===== src/rtl/mult_pkg.sv =====
// ----------------------------------------------------------------------------
// mult_pkg
// Shared definitions for the multiplier-sharing arbiter: the job FSM state
// encoding and the default operand width / WAIT timeout used by the top.
// ----------------------------------------------------------------------------
package mult_pkg;

  typedef enum logic [1:0] {
    ST_IDLE  = 2'd0,
    ST_ISSUE = 2'd1,
    ST_WAIT  = 2'd2,
    ST_RESP  = 2'd3
  } state_e;

  localparam int OP_W_DEF    = 16;
  localparam int TIMEOUT_DEF = 64;

endpackage : mult_pkg


===== src/rtl/rr_arbiter.sv =====
// ----------------------------------------------------------------------------
// rr_arbiter
// Purely combinational round-robin picker. The search starts at `ptr` and
// wraps; the first asserted request wins. The pointer lives in the parent.
//
// Ports
//   req        in   NUM_REQ  request vector
//   ptr        in   IDX_W    index that has highest priority this cycle
//   grant      out  NUM_REQ  one-hot winner (all zero when no request)
//   grant_idx  out  IDX_W    binary index of the winner
//   grant_vld  out  1        any request present
// ----------------------------------------------------------------------------
module rr_arbiter #(
  parameter int NUM_REQ = 4,
  parameter int IDX_W   = $clog2(NUM_REQ)
) (
  input  logic [NUM_REQ-1:0] req,
  input  logic [IDX_W-1:0]   ptr,
  output logic [NUM_REQ-1:0] grant,
  output logic [IDX_W-1:0]   grant_idx,
  output logic               grant_vld
);

  logic [IDX_W-1:0] cand;

  // NOTE: every signal written here gets a default first, so no path through
  // the loop leaves a value unassigned and no latch is inferred.
  always_comb begin
    grant     = '0;
    grant_idx = '0;
    grant_vld = 1'b0;
    cand      = '0;
    for (int k = 0; k < NUM_REQ; k++) begin
      cand = IDX_W'((int'(ptr) + k) % NUM_REQ);
      if (!grant_vld && req[cand]) begin
        grant[cand] = 1'b1;
        grant_idx   = cand;
        grant_vld   = 1'b1;
      end
    end
  end

endmodule : rr_arbiter


===== src/rtl/mult_share_arbiter.sv =====
// ----------------------------------------------------------------------------
// mult_share_arbiter
// Shares one external multiplier among NUM_REQ requesters. One job is in
// flight at a time: IDLE grants a round-robin winner, ISSUE pulses the
// multiplier start, WAIT collects the product (or aborts after TIMEOUT
// cycles), RESP holds the result for the owner until it is accepted.
//
// Ports
//   clk, rst                 clock, asynchronous active-high reset
//   req_valid/req_a/req_b    per-requester job request and packed operands
//   req_ready                one-hot accept strobe (IDLE only)
//   rsp_valid/rsp_ready      one-hot result valid, per-requester accept
//   rsp_product/rsp_err      result and timeout-abort flag
//   mul_start/mul_a/mul_b    command to the shared multiplier
//   mul_product/mul_done     multiplier result and completion
//   busy                     high whenever the FSM is not IDLE
// ----------------------------------------------------------------------------
module mult_share_arbiter
  import mult_pkg::*;
#(
  parameter int NUM_REQ = 4,
  parameter int OP_W    = OP_W_DEF,
  parameter int TIMEOUT = TIMEOUT_DEF
) (
  input  logic                    clk,
  input  logic                    rst,
  input  logic [NUM_REQ-1:0]      req_valid,
  input  logic [NUM_REQ*OP_W-1:0] req_a,
  input  logic [NUM_REQ*OP_W-1:0] req_b,
  output logic [NUM_REQ-1:0]      req_ready,
  output logic [NUM_REQ-1:0]      rsp_valid,
  input  logic [NUM_REQ-1:0]      rsp_ready,
  output logic [2*OP_W-1:0]       rsp_product,
  output logic                    rsp_err,
  output logic                    mul_start,
  output logic [OP_W-1:0]         mul_a,
  output logic [OP_W-1:0]         mul_b,
  input  logic [2*OP_W-1:0]       mul_product,
  input  logic                    mul_done,
  output logic                    busy
);

  localparam int IDX_W  = $clog2(NUM_REQ);
  localparam int CNT_W  = $clog2(TIMEOUT) + 1;
  localparam int PROD_W = 2 * OP_W;

  state_e               state_q,     state_d;
  logic [IDX_W-1:0]     rr_ptr_q,    rr_ptr_d;
  logic [IDX_W-1:0]     owner_q,     owner_d;
  logic [OP_W-1:0]      op_a_q,      op_a_d;
  logic [OP_W-1:0]      op_b_q,      op_b_d;
  logic [CNT_W-1:0]     cnt_q,       cnt_d;
  logic [PROD_W-1:0]    prod_q,      prod_d;
  logic                 err_q,       err_d;
  logic [NUM_REQ-1:0]   rsp_valid_q, rsp_valid_d;
  logic                 mul_start_q, mul_start_d;

  logic [NUM_REQ-1:0]   grant;
  logic [IDX_W-1:0]     grant_idx;
  logic                 grant_vld;
  logic [NUM_REQ-1:0]   owner_oh;

  rr_arbiter #(
    .NUM_REQ (NUM_REQ),
    .IDX_W   (IDX_W)
  ) u_rr_arbiter (
    .req       (req_valid),
    .ptr       (rr_ptr_q),
    .grant     (grant),
    .grant_idx (grant_idx),
    .grant_vld (grant_vld)
  );

  always_comb begin
    owner_oh          = '0;
    owner_oh[owner_q] = 1'b1;
  end

  always_comb begin
    state_d     = state_q;
    rr_ptr_d    = rr_ptr_q;
    owner_d     = owner_q;
    op_a_d      = op_a_q;
    op_b_d      = op_b_q;
    cnt_d       = cnt_q;
    prod_d      = prod_q;
    err_d       = err_q;
    rsp_valid_d = rsp_valid_q;
    mul_start_d = 1'b0;

    unique case (state_q)
      ST_IDLE: begin
        if (grant_vld) begin
          owner_d     = grant_idx;
          op_a_d      = req_a[int'(grant_idx)*OP_W +: OP_W];
          op_b_d      = req_b[int'(grant_idx)*OP_W +: OP_W];
          // Start is registered, so raising it here makes it high exactly
          // for the ISSUE cycle.
          mul_start_d = 1'b1;
          state_d     = ST_ISSUE;
        end
      end
      ST_ISSUE: begin
        cnt_d   = '0;
        state_d = ST_WAIT;
      end
      ST_WAIT: begin
        // A completion in the last allowed cycle still wins over the abort.
        if (mul_done) begin
          prod_d      = mul_product;
          err_d       = 1'b0;
          rsp_valid_d = owner_oh;
          state_d     = ST_RESP;
        end else if (cnt_q == CNT_W'(TIMEOUT - 1)) begin
          prod_d      = '0;
          err_d       = 1'b1;
          rsp_valid_d = owner_oh;
          state_d     = ST_RESP;
        end else begin
          cnt_d = cnt_q + CNT_W'(1);
        end
      end
      ST_RESP: begin
        if (rsp_ready[owner_q]) begin
          rsp_valid_d = '0;
          rr_ptr_d    = (owner_q == IDX_W'(NUM_REQ - 1)) ? '0 : owner_q + IDX_W'(1);
          state_d     = ST_IDLE;
        end
      end
      default: state_d = ST_IDLE;
    endcase
  end

  // NOTE: state registers use non-blocking assignments so every flop samples
  // the pre-edge value of its neighbours, independent of statement order.
  always_ff @(posedge clk or posedge rst) begin
    if (rst) begin
      state_q     <= ST_IDLE;
      rr_ptr_q    <= '0;
      owner_q     <= '0;
      op_a_q      <= '0;
      op_b_q      <= '0;
      cnt_q       <= '0;
      prod_q      <= '0;
      err_q       <= 1'b0;
      rsp_valid_q <= '0;
      mul_start_q <= 1'b0;
    end else begin
      state_q     <= state_d;
      rr_ptr_q    <= rr_ptr_d;
      owner_q     <= owner_d;
      op_a_q      <= op_a_d;
      op_b_q      <= op_b_d;
      cnt_q       <= cnt_d;
      prod_q      <= prod_d;
      err_q       <= err_d;
      rsp_valid_q <= rsp_valid_d;
      mul_start_q <= mul_start_d;
    end
  end

  // The accept strobe must coincide with the cycle the requester still holds
  // valid, so it is decoded from the current state; reset forces it low.
  assign req_ready   = (state_q == ST_IDLE && !rst) ? grant : '0;
  assign rsp_valid   = rsp_valid_q;
  assign rsp_product = prod_q;
  assign rsp_err     = err_q;
  assign mul_start   = mul_start_q;
  assign mul_a       = (state_q == ST_ISSUE || state_q == ST_WAIT) ? op_a_q : '0;
  assign mul_b       = (state_q == ST_ISSUE || state_q == ST_WAIT) ? op_b_q : '0;
  assign busy        = (state_q != ST_IDLE);

endmodule : mult_share_arbiter


===== config.mk =====
export PLATFORM = sky130hd
export DESIGN_NAME = mult_share_arbiter
export DESIGN_NICKNAME = d
export VERILOG_FILES = /design/src/rtl/mult_pkg.sv /design/src/rtl/rr_arbiter.sv /design/src/rtl/mult_share_arbiter.sv
export SDC_FILE = /design/constraint.sdc
export NUM_CORES = 1
export LEC_CHECK = 0
export CORE_UTILIZATION = 44
export CTS_CLUSTER_SIZE = 28
export DETAILED_ROUTE_END_ITERATION = 8
export GPL_ROUTABILITY_DRIVEN = 1
export HOLD_SLACK_MARGIN = 0.06
export PLACE_DENSITY_LB_ADDON = 0.08
export SYNTH_ARGS = -nofsm -noshare
export SYNTH_HDL_FRONTEND = slang
export SYNTH_HIERARCHICAL = 1
export SYNTH_SLANG_ARGS = --single-unit
export TNS_END_PERCENT = 30

===== constraint.sdc =====
create_clock -name clk -period 6.6 [get_ports clk]
set_input_delay 1.32 -clock clk [delete_from_list [all_inputs] [get_ports clk]]
set_output_delay 1.32 -clock clk [all_outputs]
set_load 0.01 [all_outputs]

After elaboration in Yosys (flattened, before gate mapping)

Cells that the tools add are included.

Add/subtract/negate cells: 5
Magnitude comparators: 10
Equal/unequal tests: 10
Shifts and indexed selects: 2
Muxes and demuxes: 54
Bitwise gates (word level): 3
Reductions and logical operators: 25

Operators with widths:

| kind                                                               | number |
|---|---|
| indexed part select 64 x 7 -> 16 bit                               | 2 |
| 2-to-1 mux 32 bit                                                  | 2 |
| 2-to-1 mux 16 bit                                                  | 2 |
| 2-to-1 mux 4 bit                                                   | 8 |
| 2-to-1 mux 1 bit                                                   | 18 |
| 2-to-1 mux 2 bit                                                   | 9 |
| less-than comparator 2 x 3 -> 1 bit (second input constant)        | 5 |
| 2-to-1 mux 7 bit                                                   | 2 |
| case mux 7 bit (2 select lines)                                    | 1 |
| bitwise OR 4 bit                                                   | 3 |
| binary-select mux 1 bit (select 2 bit)                             | 5 |
| demux 1 bit (select 2 bit)                                         | 5 |
| greater-or-equal comparator 2 x 1 -> 1 bit (second input constant) | 5 |
| logical AND 1 bit                                                  | 9 |
| AND reduction 3 bit                                                | 3 |
| inequality test 2 bit (second input constant)                      | 4 |
| case mux 2 bit (4 select lines)                                    | 1 |
| case mux 4 bit (2 select lines)                                    | 1 |
| nonzero test 2 bit                                                 | 4 |
| adder 7 x 1 -> 7 bit (second input constant)                       | 1 |
| == test 7 x 6 -> 1 bit (second input constant)                     | 1 |
| == test 2 bit (second input constant)                              | 3 |
| AND reduction 2 bit                                                | 3 |
| adder 2 x 1 -> 2 bit (second input constant)                       | 2 |
| 6 further kinds                                                    | 10 |

Bits in registers: 83
Input port bits: 171
Output and inout port bits: 75
Word-level logic and storage cells: 119

Depth between registers and ports, before layout

Gate-level depths: netlist of the first run.

Depth in word-level cells: 14
Depth in mapped cells: 12
Depth with buffers taken out: 9

Modules after synthesis

Netlist of the first run, hierarchy kept.

Modules (own cells, without submodules):

| module             | times used | cells each | area an instance (um^2) | seq. area each (um^2) |
|---|---|---|---|---|
| mult_share_arbiter | 1          | 317        | 4446.8                  | 2077.0 |
| rr_arbiter         | 1          | 45         | 422.9                   | 0.0 |

Worst setup path after synthesis of the first run

OpenSTA, ideal clock, no wires.

Path kind: input port to output port
From: in rst
To: out req_ready[0]
Data arrival time: 3.500 ns
Required time: 5.280 ns
Path slack: 1.780 ns
Stages: 2
Path buffers: 0
Cell sequence: inv_1 and3_1

Longest elaborated chain between the ends: 3

RTL lines:

| element            | line                      | RTL |
|---|---|---|
| start: declaration | mult_share_arbiter.sv:26  | `input logic rst,` |
| logical NOT 1 bit  | mult_share_arbiter.sv:164 | `assign req_ready = (state_q == ST_IDLE && !rst) ? grant : '0;` |
| logical AND 1 bit  | mult_share_arbiter.sv:164 |  |
| 2-to-1 mux 4 bit   | mult_share_arbiter.sv:164 |  |
| end: declaration   | mult_share_arbiter.sv:30  | `output logic [NUM_REQ-1:0] req_ready,` |

No other way between the ends.

Final worst setup path of the first run

From: in req_valid[2]
To: out req_ready[0]

Longest elaborated chain between the ends: 13
Elaborated cells between the ends (all ways): 25
Classes of those cells: mux (16); bitwise (3); reduce/logical (6)

RTL lines:

| element                                | line                      | RTL |
|---|---|---|
| start: declaration                     | mult_share_arbiter.sv:27  | `input logic [NUM_REQ-1:0] req_valid,` |
| binary-select mux 1 bit (select 2 bit) | rr_arbiter.sv:35          | `if (!grant_vld && req[cand]) begin` |
| 2-to-1 mux 1 bit (implied by the code) | rr_arbiter.sv:35          |  |
| 2-to-1 mux 1 bit                       | rr_arbiter.sv:35          |  |
| logical NOT 1 bit                      | rr_arbiter.sv:35          |  |
| logical AND 1 bit                      | rr_arbiter.sv:35          |  |
| 2-to-1 mux 1 bit                       | rr_arbiter.sv:35          |  |
| logical NOT 1 bit                      | rr_arbiter.sv:35          |  |
| logical AND 1 bit                      | rr_arbiter.sv:35          |  |
| 2-to-1 mux 1 bit                       | rr_arbiter.sv:35          |  |
| logical NOT 1 bit                      | rr_arbiter.sv:35          |  |
| logical AND 1 bit                      | rr_arbiter.sv:35          |  |
| 2-to-1 mux 4 bit (*)                   | rr_arbiter.sv:35          |  |
| net grant[0]                           | mult_share_arbiter.sv:58  | `logic [NUM_REQ-1:0] grant;` |
| 2-to-1 mux 4 bit (*)                   | mult_share_arbiter.sv:164 |  |

The timed path passes the listed nets; every way through them passes the cells marked *. The select of a mux whose other input is x is not followed.

==> out/metrics.yaml, run 1 <==
status: "completed"
slew_viol_final: 0
p_leak_nw: 3.126
synth.distinct_cells: 46
diodes: 0
cp.arrival_ns: 4.02
finalCriticalPeriod_ns: 5.335
clock_sinks: 83
initial_utilization: 0.4512
fp-row-count: 38
drtPass1Iterations: 4
slowest_delay_ns: 0.79
cts_tree: "yes"
worstPathRequired_ns: 5.28
die_h_um: 107.2
min_path_type: "flop to flop"
cp-start-kind: "primary input"
route.met3.wl_um: 1103
die-area_mm2: 0.01149
grt_pass1_wl_um: 21190
synth-seq-area-share: 0.4265
clk_pin_slew_ns: 0.08
antenna_found_initial: 1
clock-skew-final_ns: 0.01371
gp_congestion: 0.8534
slowest_stage: "mux4_1"
synth_area_mm2: 0.004870
clkLatencyLatePin_ns: 0.36
fillCellCount: 787
max_slew_margin: 0.1529
htreeDepth: 3
rsz0062_at_grt: "false"
yosysWarningCount: 6
ys_ff_latch: 83
numCtsBuffers: 9
drtIter0Drc: 156
worst_pin_slew_ns: 1.271
holdBufCountCts: 0
wl_per_cell_um: 18.46
regArea_mm2: 0.002077
drc: 0
io_pins: 246
coreArea_mm2: 0.01079
io_buffers: 245
vias: 4022
cts_resized: 0
fp.dieW_um: 107.2
dp_worst_setup_slack_ns: 1.285
cts-root-buf: "clkbuf_8"
synth_nets: 548
drive_gt1_frac: 0.1814
cp-end-kind: "output port"
cap_viol_max_count: 0
via_per_inst: 5.428
syn_area_per_cell_um2: 13.45
crit_chain: "clkdlybuf4s50_1 > mux4_1 > nor4b_4 > a22oi_1 > o21ai_0 > and3_1 > clkdlybuf4s50_1"
dr.max_layer_used: "met5"
nNetsFinal: 782
worst_slack_ns: 1.265
path_buf_inv: 2
crit_family: "buffers and inverters"
wl_met1_um: 5275
setup_viol: 0
ir_worst_vdd_mv: 0.2731
cp_common_cell: "clkdlybuf4s50_1"
final-hold-violation-count: 0
areaGrowthSynthToFinish_pct: 55.70
multiInputGateArea_mm2: 0.002605
globalRouteOverflowTotal: 0
ant_nets: 0
path_class: "primary input to output port"
grt_max_degree: 48
post_cts_buffers: 0
syn_inst: 362
post-route-period-util: 0.8083
hpwl_um: 10510
setup_tns_ns: 0
route.met2.wl_um: 7009
crit_fanout: 13
track_usage: 0.2432
whs_ns: 0.5034
cts_buffer_depth: 2
layout_commonest_cell: "clkdlybuf4s50_1"
power.density_mw_per_mm2: 483.4
max_freq_mhz: 187.4
routed_wl_um: 13680
final_cell_mix: "245 x clkdlybuf4s50_1, 83 x dfrtp_1, 37 x mux2_2"
grt_pass1_vias: 4148
-- logic make-up (layout without fill, tap and decap cells) --
logic type | after synthesis | after routing | synth area share
adders and majority gates | 15 | 15 | 0.03854
and+or+nand+nor | 78 | 78 | 0.1015
buffers and inverters | 38 | 277 | 0.04240
DFF | 83 | 83 | 0.4265
AOI/OAI and AO/OA | 68 | 68 | 0.1172
muxes | 80 | 80 | 0.2739
-- area by class of cell --
class,instances,share of cell area
clock inverters,7,0.01007
well taps,140,0.02310
multi-input cells,241,0.3436
flip-flops and latches,83,0.2739
clock buffers,9,0.01634
inverters,13,0.006601
repair buffers,248,0.3264
-- per-stage QoR --
stage          instance area (um2)  std cells    util  total power, W
3_3_place_gp                  7382        725  0.6840        0.003274
5_1_grt                       7582        741  0.7025        0.003919
4_1_cts                       7582        741  0.7025        0.003702
3_5_place_dp                  7382        725  0.6840        0.003315
6_report                      7582        741  0.7025        0.003665
2_1_floorplan                 4870        362       -        0.002459
-- state kept, by name, indices dropped and copies added, names as in the netlist --
name and flops:
cnt_q 7, state_q 2, op_a_q 16, owner_q 2, rsp_valid 4, rsp_product 32
mul_start 1, op_b_q 16, rsp_err 1, rr_ptr_q 2
-- path summary, 6_finish.rpt --
path,startpoint,end,slack [ns],cells after the start
worst max register to register,rr_ptr_q[0]$_DFFE_PP0P_,op_b_q[0]$_DFFE_PP0P_,2.50,8
worst min-delay path,rsp_product[26]$_DFFE_PP0P_,rsp_product[26]$_DFFE_PP0P_,0.50,1
min in group asynchronous,rst,rsp_product[7]$_DFFE_PP0P_,1.39,2
max in group asynchronous,rst,rsp_product[17]$_DFFE_PP0P_,4.15,3
worst max-delay path,req_valid[2],req_ready[0],1.26,7
worst min register to register,rsp_product[26]$_DFFE_PP0P_,rsp_product[26]$_DFFE_PP0P_,0.50,1
-- cell usage after synthesis (all sizes together) --
master	n	area share
dfrtp	83	0.43
mux2	42	0.10
mux4	36	0.17
and2	34	0.044
a22o	32	0.058
buf	17	0.026
ha	15	0.039
inv	13	0.010
o21ai	11	0.011
nand2	9	0.0075
a22oi	8	0.012
clkbuf	8	0.0064
nor2	6	0.0046
nor2b	6	0.0077
and3	5	0.0075
nand3	5	0.0062
nand2b	3	0.0039
nor3	3	0.0031
o211ai	3	0.0046
o31ai	3	0.0075
a211o	2	0.0036
a21oi	2	0.0021
mux2i	2	0.0041
nor3b	2	0.0031
nor4b	2	0.0098
o311ai	2	0.0072
a21o	1	0.0015
a2bb2oi	1	0.0031
a32o	1	0.0021
and2b	1	0.0018
nor4	1	0.0013
o311a	1	0.0023
o32a	1	0.0021
or3	1	0.0013
-- per-layer routing --
layer,track usage,vias up
li1,-,1843
met2,0.4189,185
met5,0,-
met3,0.07964,20
met4,0.07436,2
met1,0.2875,1972
-- where the power goes --
part	leakage [nW]	internal (W)	switching (W)
Sequential	1.02	0.000745	0.000150
Combinational	2.01	0.00139	0.00100
Clock	0.0958	0.000177	0.000198
Total	3.13	0.00232	0.00135
Note: power is estimated with default switching activity, not from simulation.
==> inputs of run 2 (changes only) <==
Settings changed: CORE_UTILIZATION 44 to 37.
Clock period 6.6 ns to 4.9 ns, I/O delays scaled along.
==> run 2 against run 1 <==
Net effect:
- via count fell by 0.92%
- first-iteration DRC count rose by 16%
- die area rose by 19%
- register-to-register slack got worse by 1.2 ns
- critical path depth did not move
- global-route usage fell by 3.0 points
- wire length rose by 4.7%
- design area rose by 2.5%
- setup slack got worse by 0.78 ns
- non-clock buffer count rose by 3
- clock skew fell by 0.0073 ns
- critical path type unchanged
- critical endpoint is now req_ready[1]
==> out/metrics.yaml, run 2 (synthesis gave the netlist of run 1 again) <==
status: "completed"
use_met3: 0.06694
final-hold-violation-count: 0
reg2reg_slack_ns: 1.30
coreArea_mm2: 0.01272
post_cts_buffers: 0
vias: 3985
reg2reg_to: "op_b_q[13]$_DFFE_PP0P_"
initial_utilization: 0.3828
globalRouteOverflowTotal: 0
numCtsBuffers: 9
diodes: 0
drive_gt1_frac: 0.1871
cap_viol_max_count: 0
slew_viol_final: 0
clkLatencyLatePin_ns: 0.33
path_class: "primary input to output port"
clock_sinks: 83
cp-end-kind: "output port"
slowest_delay_ns: 0.62
via_per_inst: 5.135
layout_commonest_cell: "clkdlybuf4s50_1"
fp.dieW_um: 116.7
min_path_type: "flop to flop"
antenna_found_initial: 0
grt_pass1_wl_um: 21570
die-area_mm2: 0.01362
r2r_cells: 7
io_buffers: 245
clock-skew-final_ns: 0.006401
stdcell_count: 776
reg2reg_from: "rr_ptr_q[1]$_DFFE_PP0P_"
gp_congestion: 0.8703
grt.busiest_layer: "met2"
utilization: 0.6107
slowest_stage: "mux4_2"
cp-start-kind: "primary input"
routed_wl_um: 14330
nNetsFinal: 785
cts_resized: 0
worstHoldPathCells: 1
path_buf_inv: 2
whs_ns: 0.4996
htreeDepth: 3
drc: 0
worst_pin_slew_ns: 1.321
io_pins: 246
grt_pass1_vias: 4109
cts_tree: "yes"
power.density_mw_per_mm2: 666.8
holdBufCountCts: 0
crit_family: "buffers and inverters"
worstPathRequired_ns: 3.92
final_cell_mix: "245 x clkdlybuf4s50_1, 83 x dfrtp_1, 37 x mux2_2"
setup_tns_ns: 0
setup_viol: 0
clk_pin_slew_ns: 0.06
finalCriticalPeriod_ns: 4.415
grt_max_degree: 52
drtPass1Iterations: 4
hold_path_end: "op_b_q[14]$_DFFE_PP0P_"
track_usage: 0.2127
max_freq_mhz: 226.5
rsz0062_at_grt: "false"
ir_worst_vdd_mv: 0.3243
max_slew_margin: 0.1191
p_leak_nw: 3.196
areaGrowthSynthToFinish_pct: 59.56
die_h_um: 116.7
place_inst: 760
ant_nets: 0
drtIter0Drc: 181
p_total_w: 0.005181
wl_per_cell_um: 18.46
cts-root-buf: "clkbuf_16"
hp-start: "op_b_q[14]$_DFFE_PP0P_"
grt.met2_usage: 0.3692
cp.arrival_ns: 3.43
largest_reg_flops: 32
crit_fanout: 10
fp-row-count: 41
crit_chain: "clkdlybuf4s50_1 > mux4_2 > nor4b_4 > a22oi_1 > o21ai_0 > and3_1 > clkdlybuf4s50_1"
grt.met1_usage: 0.2482
hpwl_um: 10990
cp_common_cell: "clkdlybuf4s50_1"
cts_buffer_depth: 2
fillCellCount: 1103
post-route-period-util: 0.9010
## run 2: through the flow
step	setup WS, ns	cell area, um2
final	0.4853	7770
after global routing	0.4399	7770
after CTS	0.5063	7770
after detailed placement	0.5051	7460
after global placement	0.6181	7460
after floorplan	0.7601	4870
## run 2: metal layers
| metal | vias up | routed length (um) |
|---|---|---|
| met5 | - | 0 |
| met4 | 0 | 265 |
| met3 | 18 | 1239 |
| met2 | 180 | 7300 |
| met1 | 1934 | 5519 |
| li1 | 1853 | - |
## run 2: how the worst max path moves through the flow
stage                       startpoint      endpoint  depth (start not counted)
after detailed placement  req_valid[3]  req_ready[1]                          7
after global routing      req_valid[3]  req_ready[1]                          7
after floorplan                    rst  req_ready[0]                          2
after global placement    req_valid[2]  req_ready[3]                          7
after CTS                 req_valid[3]  req_ready[1]                          7
final                     req_valid[3]  req_ready[1]                          7
## run 2: final cells by class
class                      count  area (um2)  area share
multi-input combinational    241        2608      0.3356
timing repair buffer         251        2510      0.3230
sequential                    83        2077      0.2673
clock buffer                  10       239.0     0.03076
tap                          172       215.2     0.02770
clock inverter                 6       71.32    0.009179
inverter                      13       50.05    0.006441
## run 2: report_power, final
group          switching (W)  total [W]  internal, W  leakage (nW)
clock               0.000287   0.000701     0.000414         0.146
combinational        0.00138    0.00330      0.00191          2.03
sequential          0.000179    0.00118      0.00101          1.02
